===== config.mk =====
export PLATFORM = sky130hd
export DESIGN_NAME = tusca_uc_multicanal
export DESIGN_NICKNAME = d
export VERILOG_FILES = /design/src/rtl/tusca_uc_multicanal.sv
export SDC_FILE = /design/constraint.sdc
export NUM_CORES = 1
export LEC_CHECK = 0
export BUFFER_PORTS_ARGS = -buffer_cell sky130_fd_sc_hd__buf_2
export CAP_MARGIN = 15
export CELL_PAD_IN_SITES_DETAIL_PLACEMENT = 1
export CELL_PAD_IN_SITES_GLOBAL_PLACEMENT = 1
export CORE_ASPECT_RATIO = 1.1
export CORE_UTILIZATION = 44
export CTS_BUF_LIST = sky130_fd_sc_hd__clkbuf_16
export CTS_CLUSTER_DIAMETER = 100
export DETAILED_ROUTE_END_ITERATION = 10
export HOLD_SLACK_MARGIN = 0.12
export PLACE_DENSITY = 0.87
export SYNTH_ARGS = -nofsm -noshare
export SYNTH_HDL_FRONTEND = slang
export SYNTH_SLANG_ARGS = --single-unit

===== constraint.sdc =====
create_clock -name clock -period 4.2 [get_ports clock]
set_input_delay 0.21 -clock clock [delete_from_list [all_inputs] [get_ports clock]]
set_output_delay 0.21 -clock clock [all_outputs]
set_load 0.05 [all_outputs]

===== src/rtl/tusca_uc_multicanal.sv =====
// TUSCA station control unit: round-robin scan of N DHT11 channels with
// bounded read retries, error frames and watchdog-guarded waits.
module tusca_uc_multicanal #(
  parameter int N_CANAIS       = 4,
  parameter int MAX_TENTATIVAS = 3,
  parameter int TIMEOUT_CICLOS = 50_000_000,
  localparam int CW = (N_CANAIS > 1) ? $clog2(N_CANAIS) : 1,
  localparam int TW = $clog2(MAX_TENTATIVAS + 1),
  localparam int WW = $clog2(TIMEOUT_CICLOS)
) (
  input  logic          clock,
  input  logic          reset,
  input  logic          start,
  input  logic          definir_config,
  input  logic          fim_delay,
  input  logic          pronto_medida,
  input  logic          erro_medida,
  input  logic          pronto_config,
  input  logic          pronto_transmissao_medida,
  output logic          medir_dht11,
  output logic [CW-1:0] canal,
  output logic          zera_delay,
  output logic          conta_delay,
  output logic          receber_config,
  output logic          transmite_medida,
  output logic          transmite_erro,
  output logic          falha_transmissao,
  output logic [TW-1:0] db_tentativas,
  output logic [3:0]    db_estado
);

  typedef enum logic [3:0] {
    INICIAL            = 4'd0,
    MEDE               = 4'd1,
    ESPERA_MEDIDA      = 4'd2,
    RESETA_DELAY       = 4'd3,
    ESPERA_DELAY       = 4'd4,
    PEDIR_CONFIG       = 4'd5,
    ESPERA_CONFIG      = 4'd6,
    TRANSMITE_MEDIDA   = 4'd7,
    ESPERA_TRANSMISSAO = 4'd8,
    PROXIMO_CANAL      = 4'd9,
    TRANSMITE_ERRO     = 4'd10,
    RETENTA            = 4'd11
  } estado_t;

  localparam logic [CW-1:0] CANAL_ULT = CW'(N_CANAIS - 1);
  localparam logic [TW-1:0] TENT_ULT  = TW'(MAX_TENTATIVAS - 1);
  localparam logic [WW-1:0] WD_ULT    = WW'(TIMEOUT_CICLOS - 1);

  estado_t       estado, prox;
  logic [TW-1:0] tentativas;
  logic [WW-1:0] wd;
  logic          wd_fim;
  logic          inc_tent;
  logic          avanca;
  logic          set_falha;
  logic          em_espera;

  assign wd_fim    = (wd == WD_ULT);
  assign em_espera = (estado == ESPERA_MEDIDA) ||
                     (estado == ESPERA_TRANSMISSAO);

  always_comb begin
    prox      = estado;
    inc_tent  = 1'b0;
    avanca    = 1'b0;
    set_falha = 1'b0;
    unique case (estado)
      INICIAL:
        if (start) prox = MEDE;
      MEDE:
        prox = ESPERA_MEDIDA;
      ESPERA_MEDIDA:
        if (pronto_medida) prox = TRANSMITE_MEDIDA;
        else if (erro_medida || wd_fim)
          prox = (tentativas < TENT_ULT) ? RETENTA : TRANSMITE_ERRO;
      RETENTA: begin
        inc_tent = 1'b1;
        prox     = MEDE;
      end
      TRANSMITE_MEDIDA, TRANSMITE_ERRO:
        prox = ESPERA_TRANSMISSAO;
      ESPERA_TRANSMISSAO:
        if (pronto_transmissao_medida) prox = PROXIMO_CANAL;
        else if (wd_fim) begin
          prox      = PROXIMO_CANAL;
          set_falha = 1'b1;
        end
      PROXIMO_CANAL: begin
        avanca = 1'b1;
        prox   = (canal == CANAL_ULT) ? RESETA_DELAY : MEDE;
      end
      RESETA_DELAY:
        prox = ESPERA_DELAY;
      ESPERA_DELAY:
        if (fim_delay) prox = MEDE;
        else if (definir_config) prox = PEDIR_CONFIG;
      PEDIR_CONFIG:
        prox = ESPERA_CONFIG;
      ESPERA_CONFIG:
        if (pronto_config) prox = RESETA_DELAY;
      default:
        prox = INICIAL;
    endcase
  end

  always_ff @(posedge clock) begin
    if (reset) begin
      estado            <= INICIAL;
      canal             <= '0;
      tentativas        <= '0;
      wd                <= '0;
      falha_transmissao <= 1'b0;
    end else begin
      estado <= prox;
      // Free-running only while waiting, so every wait starts from zero
      wd     <= em_espera ? wd + WW'(1) : '0;
      if (inc_tent) tentativas <= tentativas + TW'(1);
      if (avanca) begin
        tentativas <= '0;
        canal      <= (canal == CANAL_ULT) ? '0 : canal + CW'(1);
      end
      if (set_falha) falha_transmissao <= 1'b1;
    end
  end

  assign medir_dht11      = (estado == MEDE);
  assign zera_delay       = (estado == RESETA_DELAY);
  assign conta_delay      = (estado == ESPERA_DELAY);
  assign receber_config   = (estado == PEDIR_CONFIG);
  assign transmite_medida = (estado == TRANSMITE_MEDIDA);
  assign transmite_erro   = (estado == TRANSMITE_ERRO);
  assign db_tentativas    = tentativas;
  assign db_estado        = estado;

endmodule


==> results.py, run 1 <==
metrics = {
    "status": {
        "status": "finished, final reports clean",
    },
    "synthesis": {
        "synth_fp_nets": 222,
        "yosys-top-cells-area": "dfxtp_1 41%, nor2_1 9.3%, xor2_1 9.3%",
        "synthCells": 211,
        "synth_most_common_cell": "nor2_1",
        "ys_ff_latch": 35,
        "syn_area_per_cell_um2": 8.03,
        "yosys.area.top_type": "dfxtp_1",
        "synth_commonest_cells": "42 x nor2_1, 35 x dfxtp_1, 18 x xor2_1",
        "yosysUniqueCellTypes": 37,
        "yosysWarnings": 0,
        "synth_ff_type": "dfxtp_1",
        "ys_seq_area_frac": 0.413,
        "synthArstFlopShare": 0,
        "yosysTopAreaCellShare": 0.413,
        "synthesis.area_um2": 1700,
        "synth_edf_count": 0,
    },
    "critical_path": {
        "crit_slowest_cell": "or4b_1",
        "path_delay_family": "simple AND/OR/NAND/NOR gates",
        "cp-end-kind": "flip-flop",
        "cp_num_buf_inv": 0,
        "cp_slowest_stage_delay_ns": 0.65,
        "path_max_fanout": 6,
        "critPathRequiredTime_ns": 4.40,
        "crit_arrival_ns": 2.22,
        "crit_path_cell_trace": "ha_1 > nand4_1 > or4b_1 > or3_1 > a21oi_1",
        "start_kind": "flip-flop",
        "path_class": "reg2reg",
    },
    "global_routing": {
        "grt_pass1_wl_um": 6490,
        "grt_usage": 0.217,
        "antenna_found_initial": 0,
        "grt_max_degree": 27,
        "grt_pass1_vias": 1466,
        "grt.overflow.total": 0,
    },
    "clocking": {
        "htreeDepth": 2,
        "cts.sinks": 35,
        "cts_max_path_buffers": 2,
        "path_clk_slew_ns": 0.05,
        "cts-root-buf": "clkbuf_16",
        "cts_resized": 0,
        "numCtsBuffers": 5,
        "postCtsHoldBufs": 0,
        "cts_tree": "done",
        "post_cts_buffers": 0,
        "clk_latency_ns": 0.28,
    },
    "place": {
        "place_ws_ns": 2.17,
        "placed_cells": 274,
        "gp_congestion": 0.805,
        "io_buffers": 23,
        "hpwl_um": 2790,
        "place_area_um2": 1830,
    },
    "cells_and_area": {
        "n_antenna_cell": 0,
        "syn_to_final_growth_pct": 16.2,
        "regArea_um2": 701,
        "finalNetCount": 242,
        "drive_gt1_frac": 0.134,
        "stdcell_count": 282,
        "fin_util": 0.539,
        "n_fill_cell": 470,
        "final_area_um2": 1970,
        "multi_input_area_um2": 917,
    },
    "timing": {
        "fin_crit_ns": 2.02,
        "timing.setup.tns_ns": 0,
        "worst_pin_slew_ns": 0.866,
        "period_share": 0.481,
        "max_freq_mhz": 495,
        "maxSlewViolCount": 0,
        "slew_headroom": 0.423,
        "whs_ns": 0.237,
        "setup_viol": 0,
        "rsz0062_at_grt": "no",
        "fin_ws_ns": 2.18,
        "fin_skew_ns": 0.00410,
        "final_hold_viol_count": 0,
    },
    "routing": {
        "ant_nets": 0,
        "drtPass1Iterations": 4,
        "drc": 0,
        "vias": 1515,
        "wl_um": 3950,
        "drt-initial-drc-count": 65,
        "routed_via_density": 5.37,
        "drt-wirelength-per-cell_um": 14.0,
    },
    "floorplanning": {
        "core_um2": 3650,
        "ios": 24,
        "dieArea_um2": 4110,
        "die_h_um": 67.1,
        "start_util": 0.464,
        "fp-row-count": 23,
        "die_width_um": 61.2,
    },
    "min_path": {
        "hp-class": "in2reg",
    },
    "run": {
        "maxCapViolations": 0,
    },
    "power": {
        "power.density_nw_per_um2": 543,
        "irDropWorstVdd_mv": 0.272,
        "p_total_mw": 1.07,
        "p_leak_nw": 0.699,
    },
}
path summary, 6_finish.rpt:
kind,from,endpoint,slack (ns),depth (start not counted)
min reg2reg,wd[0],wd[0],0.46,1
max,wd[0],wd[14],2.18,5
min,reset,canal[0],0.24,2
max reg2reg,wd[0],wd[14],2.18,5
routing by layer:
layer	global-route usage	wire length [um]	vias to the layer above
met1	0.252	1780	721
met4	0.0767	60	0
met5	0	0	-
met3	0.0583	143	5
li1	-	-	763
met2	0.376	1970	26
sequential cells by signal, indices dropped and copies added, names as in the netlist:
register           cells
canal                  2
wd                    26
db_tentativas          2
falha_transmissao      1
db_estado              4
report_power, final:
part | switching (mW) | leakage, nW | total (mW) | internal (mW)
Sequential | 0.0643 | 0.283 | 0.420 | 0.355
Clock | 0.131 | 0.0701 | 0.344 | 0.213
Combinational | 0.221 | 0.346 | 0.307 | 0.0850
Total | 0.417 | 0.699 | 1.07 | 0.653
area by class of cell:
| cell class | instances | share of cell area |
|---|---|---|
| clock buffers | 5 | 0.0635 |
| clock inverters | 3 | 0.00572 |
| inverters | 10 | 0.0191 |
| multi-input cells | 156 | 0.466 |
| flip-flops and latches | 35 | 0.356 |
| well taps | 50 | 0.0318 |
| repair buffers | 23 | 0.0584 |
logic make-up after synthesis:
| kind of cell | synth area share |
|---|---|
| and+or+nand+nor | 0.313 |
| adders and majority gates | 0.0148 |
| DFF | 0.413 |
| xor gates and xnor gates | 0.124 |
| buffers and inverters | 0.0458 |
| AOI/OAI and AO/OA | 0.0893 |
placed cells by master (no fill, tap or decap), types with 2 or more instances in the layout:
master / synthesis / final
xor2_1: 18 / 18
inv_1: 10 / 11
clkbuf_16: 0 / 5
a21oi_1: 8 / 8
or3_1: 4 / 4
xnor2_1: 6 / 6
o21ai_0: 6 / 6
ha_1: 2 / 2
nand2_1: 13 / 13
nor3_1: 12 / 12
nor4bb_1: 2 / 2
a211oi_1: 2 / 2
nand4_1: 7 / 7
nand3_1: 10 / 10
buf_2: 2 / 23
clkinv_1: 0 / 2
and2_1: 2 / 2
nand3b_1: 2 / 2
nor2_1: 42 / 42
nor4_1: 3 / 3
dfxtp_1: 35 / 35
(Power assumes the default switching activity.)
==> run 2: changes to the inputs <==
- CORE_UTILIZATION: 44 -> 41
- PLACE_DENSITY: 0.87 -> 0.82
- clock period: 4.2 -> 2 ns (I/O delays scaled with it)
==> run 2 against run 1 <==
Against the previous run: routed wire length is 19% higher; clock skew barely moved; largest cell class unchanged; sequential power grew 99%; die area is 7.1% higher; largest power group unchanged.
==> results.py, run 2 (synthesis results as in run 1) <==
metrics = {
    "status": {
        "status": "finished, final reports clean",
    },
    "clocking": {
        "path_clk_slew_ns": 0.05,
        "cts_tree": "done",
        "postCtsHoldBufs": 0,
        "numCtsBuffers": 5,
        "clk_latency_ns": 0.28,
        "htreeDepth": 2,
        "cts.sinks": 35,
        "cts_max_path_buffers": 2,
        "cts-root-buf": "clkbuf_16",
    },
    "timing": {
        "period_share": 0.954,
        "fin_skew_ns": 0.00402,
        "fin_crit_ns": 1.91,
        "timing.setup.tns_ns": 0,
        "fin_ws_ns": 0.0923,
        "slew_headroom": 0.735,
        "max_freq_mhz": 524,
        "setup_viol": 0,
        "final_hold_viol_count": 0,
        "maxSlewViolCount": 0,
        "worst_pin_slew_ns": 0.397,
        "whs_ns": 0.149,
    },
    "routing": {
        "wl_um": 4700,
        "ant_nets": 0,
        "drt-initial-drc-count": 52,
        "vias": 1626,
        "drc": 0,
        "drtPass1Iterations": 4,
        "routed_via_density": 5.55,
        "drt-wirelength-per-cell_um": 16.0,
    },
    "floorplanning": {
        "fp-row-count": 24,
        "die_width_um": 63.3,
        "core_um2": 3960,
        "ios": 24,
        "die_h_um": 69.4,
        "start_util": 0.428,
        "dieArea_um2": 4400,
    },
    "critical_path": {
        "cp-end-kind": "flip-flop",
        "path_delay_family": "simple AND/OR/NAND/NOR gates",
        "start_kind": "flip-flop",
        "cp_slowest_stage_delay_ns": 0.59,
        "critPathRequiredTime_ns": 2.17,
        "crit_slowest_cell": "or4b_4",
        "cp_num_buf_inv": 0,
        "crit_path_cell_trace": "ha_1 > nand4_1 > or4b_4 > nor3_1 > xnor2_1 > nor2_1",
        "path_class": "reg2reg",
        "crit_arrival_ns": 2.07,
        "path_max_fanout": 6,
    },
    "cells_and_area": {
        "syn_to_final_growth_pct": 24.4,
        "finalNetCount": 252,
        "layout_common_cells": "42 x nor2_1, 33 x dfxtp_1, 23 x buf_2",
        "n_antenna_cell": 0,
        "regMostFlops": "wd",
        "drive_gt1_frac": 0.216,
        "layout_commonest_cell": "nor2_1",
        "stdcell_count": 293,
        "largest_register_ffs": 26,
        "fin_util": 0.532,
        "n_fill_cell": 503,
    },
    "global_routing": {
        "grt_max_degree": 18,
        "grt_pass1_vias": 1704,
        "grt.overflow.total": 0,
        "grt_use_met2": 0.429,
        "met3_usage": 0.0559,
        "grt_use_met1": 0.220,
        "grt_pass1_wl_um": 7710,
        "antenna_found_initial": 0,
        "grt-busiest-layer": "met2",
        "grt_usage": 0.225,
    },
    "power": {
        "power.density_nw_per_um2": 1130,
        "p_sw_frac": 0.399,
        "p_leak_nw": 0.784,
        "intPower_mw": 1.43,
        "p_switching_uw": 951,
        "power_frac_comb": 0.342,
        "power_frac_seq": 0.351,
        "pwr-share-clk": 0.306,
        "irDropWorstVdd_mv": 0.690,
    },
    "place": {
        "io_buffers": 23,
        "placed_cells": 285,
        "place_ws_ns": -0.0598,
        "gp_congestion": 0.775,
        "hpwl_um": 3170,
    },
    "run": {
        "maxCapViolations": 0,
    },
    "min_path": {
        "hp-class": "in2reg",
    },
}
-- run 2: cell types whose count changed in the layout (fill, tap and decap cells not counted), sizes merged --
cell / change
inv: -1
buf: +10
-- run 2: metrics by stage --
step                area (um^2)  power [mW]
detailed placement         1940        1.65
global placement           1940        1.63
global route               2110        2.52
finish                     2110        2.38
floorplan                  1730        1.44
CTS                        2080        2.39
-- run 2: worst paths after layout --
| kind | cells past startpoint | from | endpoint | slack (ns) |
|---|---|---|---|---|
| setup / recovery | 6 | wd[0] | wd[18] | 0.09 |
| hold / removal | 2 | reset | db_tentativas[0] | 0.15 |
| setup reg to reg | 6 | wd[0] | wd[18] | 0.09 |
| hold reg to reg | 1 | wd[0] | wd[0] | 0.48 |
-- run 2: routing by layer --
| layer | routed length (um) | up-vias |
|---|---|---|
| li1 | - | 780 |
| met4 | 104 | 0 |
| met3 | 143 | 10 |
| met1 | 1780 | 804 |
| met2 | 2670 | 32 |
| met5 | 0 | - |
-- run 2: repair_timing --
item                                    CTS  global route
pin swaps                                 0             1
endpoints found under the setup margin    1             4
hold endpoints to repair                  0             0
buffers inserted                          0             1
resized for setup                         1             4
-- run 2: cell type report --
type	instances	area (um^2)	share of cell area
multi-input cells	156	980	0.464
flip-flops and latches	35	703	0.333
repair buffers	33	190	0.0902
clock buffers	5	125	0.0593
well taps	52	65.1	0.0308
inverters	10	37.5	0.0178
clock inverters	2	8.76	0.00415
-- run 2: power by group through the flow --
| stage | clock network (mW) | registers, mW | logic, mW |
|---|---|---|---|
| after global routing | 0.779 | 0.846 | 0.891 |
| final | 0.729 | 0.836 | 0.814 |
| after CTS | 0.740 | 0.835 | 0.811 |
| after floorplan | 0 | 0.928 | 0.517 |
| after detailed placement | 0 | 0.850 | 0.801 |
| after global placement | 0 | 0.848 | 0.785 |
==> run 3: changes to the inputs <==
- BUFFER_PORTS_ARGS: -buffer_cell sky130_fd_sc_hd__buf_2 -> not set
- CELL_PAD_IN_SITES_DETAIL_PLACEMENT: 1 -> not set
- CELL_PAD_IN_SITES_GLOBAL_PLACEMENT: 1 -> not set
- CORE_UTILIZATION: 41 -> 60
- DONT_BUFFER_PORTS: not set -> 1
- PLACE_DENSITY: 0.82 -> 0.81
==> run 3 against run 2 <==
Against the previous run: via count shrank 2.1%; count of clock-buffer cells in the layout is the same; routed wire length shrank 15%; die area shrank 31%; cell count shrank 10%; highest routed layer unchanged; largest power group is now the clock network; clock power grew 37%; critical endpoint is now wd[16].
==> results.py, run 3 (synthesis results as in run 1) <==
metrics = {
    "status": {
        "status": "finished, final reports clean",
    },
    "power": {
        "power.density_nw_per_um2": 1250,
        "p_leak_nw": 0.736,
        "irDropWorstVdd_mv": 1.31,
        "p_total_mw": 2.64,
    },
    "floorplanning": {
        "fp-row-count": 19,
        "start_util": 0.654,
        "die_h_um": 57.8,
        "dieArea_um2": 3040,
        "die_width_um": 52.7,
        "ios": 24,
        "core_um2": 2590,
    },
    "timing": {
        "fin_ws_ns": 0.137,
        "slew_headroom": 0.629,
        "final_hold_viol_count": 0,
        "period_share": 0.931,
        "fin_crit_ns": 1.86,
        "fin_skew_ns": 0.00603,
        "worst_pin_slew_ns": 0.555,
        "timing.setup.tns_ns": 0,
        "setup_viol": 0,
        "max_freq_mhz": 537,
        "rsz0062_at_grt": "no",
        "whs_ns": 0.188,
        "maxSlewViolCount": 0,
    },
    "clocking": {
        "cts-root-buf": "clkbuf_16",
        "cts_max_path_buffers": 2,
        "numCtsBuffers": 5,
        "htreeDepth": 2,
        "cts_tree": "done",
        "cts.sinks": 35,
        "path_clk_slew_ns": 0.05,
        "clk_latency_ns": 0.28,
    },
    "cells_and_area": {
        "layout_commonest_cell": "nor2_1",
        "largest_register_ffs": 26,
        "finalNetCount": 242,
        "layout_common_cells": "42 x nor2_1, 33 x dfxtp_1, 20 x buf_4",
        "n_antenna_cell": 0,
        "regMostFlops": "wd",
        "syn_to_final_growth_pct": 24.7,
        "drive_gt1_frac": 0.172,
    },
    "global_routing": {
        "grt.overflow.total": 0,
        "grt_max_degree": 27,
        "grt_pass1_vias": 1606,
        "grt_usage": 0.303,
        "antenna_found_initial": 0,
        "grt_pass1_wl_um": 6690,
    },
    "routing": {
        "drt-wirelength-per-cell_um": 15.2,
        "drtPass1Iterations": 4,
        "ant_nets": 0,
        "drc": 0,
        "vias": 1592,
        "drt-initial-drc-count": 64,
        "routed_via_density": 6.05,
        "wl_um": 3990,
    },
    "critical_path": {
        "path_class": "reg2reg",
        "cp-end-kind": "flip-flop",
        "path_max_fanout": 6,
        "critPathRequiredTime_ns": 2.21,
        "crit_arrival_ns": 2.07,
        "start_kind": "flip-flop",
    },
    "place": {
        "gp_congestion": 0.805,
        "place_ws_ns": 0.128,
        "io_buffers": 0,
        "hpwl_um": 2570,
    },
    "run": {
        "maxCapViolations": 0,
    },
    "min_path": {
        "hp-class": "in2reg",
    },
}
-- run 3: final cells by class --
class | count | area [um^2]
clock buffer | 5 | 125
clock inverter | 3 | 67.6
fill | 147 | 477
inverter | 10 | 37.5
multi-input combinational | 156 | 962
sequential | 35 | 703
tap | 31 | 38.8
timing repair buffer | 23 | 180
-- run 3: stage by stage --
step,std cells,util,cell area (um^2)
3_3_place_gp,251,0.721,1870
6_report,263,0.816,2110
2_1_floorplan,211,-,1730
4_1_cts,262,0.807,2090
5_1_grt,263,0.816,2110
3_5_place_dp,251,0.721,1870
-- run 3: final timing paths --
path / to / depth (start not counted) / from / slack [ns]
min reg2reg: wd[0] / 1 / wd[0] / 0.47
min: db_estado[2] / 4 / pronto_medida / 0.19
max reg2reg: wd[16] / 5 / wd[0] / 0.14
max: wd[16] / 5 / wd[0] / 0.14
-- run 3: power by group --
part | leakage (nW) | switching, mW | internal (mW)
Sequential | 0.283 | 0.105 | 0.749
Combinational | 0.362 | 0.537 | 0.240
Clock | 0.0900 | 0.291 | 0.713
-- run 3: critical path, stage by stage, from the launching register on --
cell,delay [ns]
dfxtp_1,0.37
ha_1,0.18
nand4_1,0.14
or4b_4,0.61
or3_1,0.34
a21oi_1,0.15
-- run 3: timing repair --
action                                  CTS  global route
hold buffers                              3             0
setup buffers                             0             1
gates resized for setup                   0             3
endpoints found under the hold margin     9             0
endpoints found under the setup margin    0             4
-- run 3: per-layer routing --
metal,GRT usage,part of all wire,up-vias,routed length [um]
li1,-,-,766,-
met1,0.293,0.40,761,1590
met2,0.568,0.53,52,2100
met3,0.0892,0.046,13,182
met4,0.139,0.029,0,114
met5,0,0,-,0
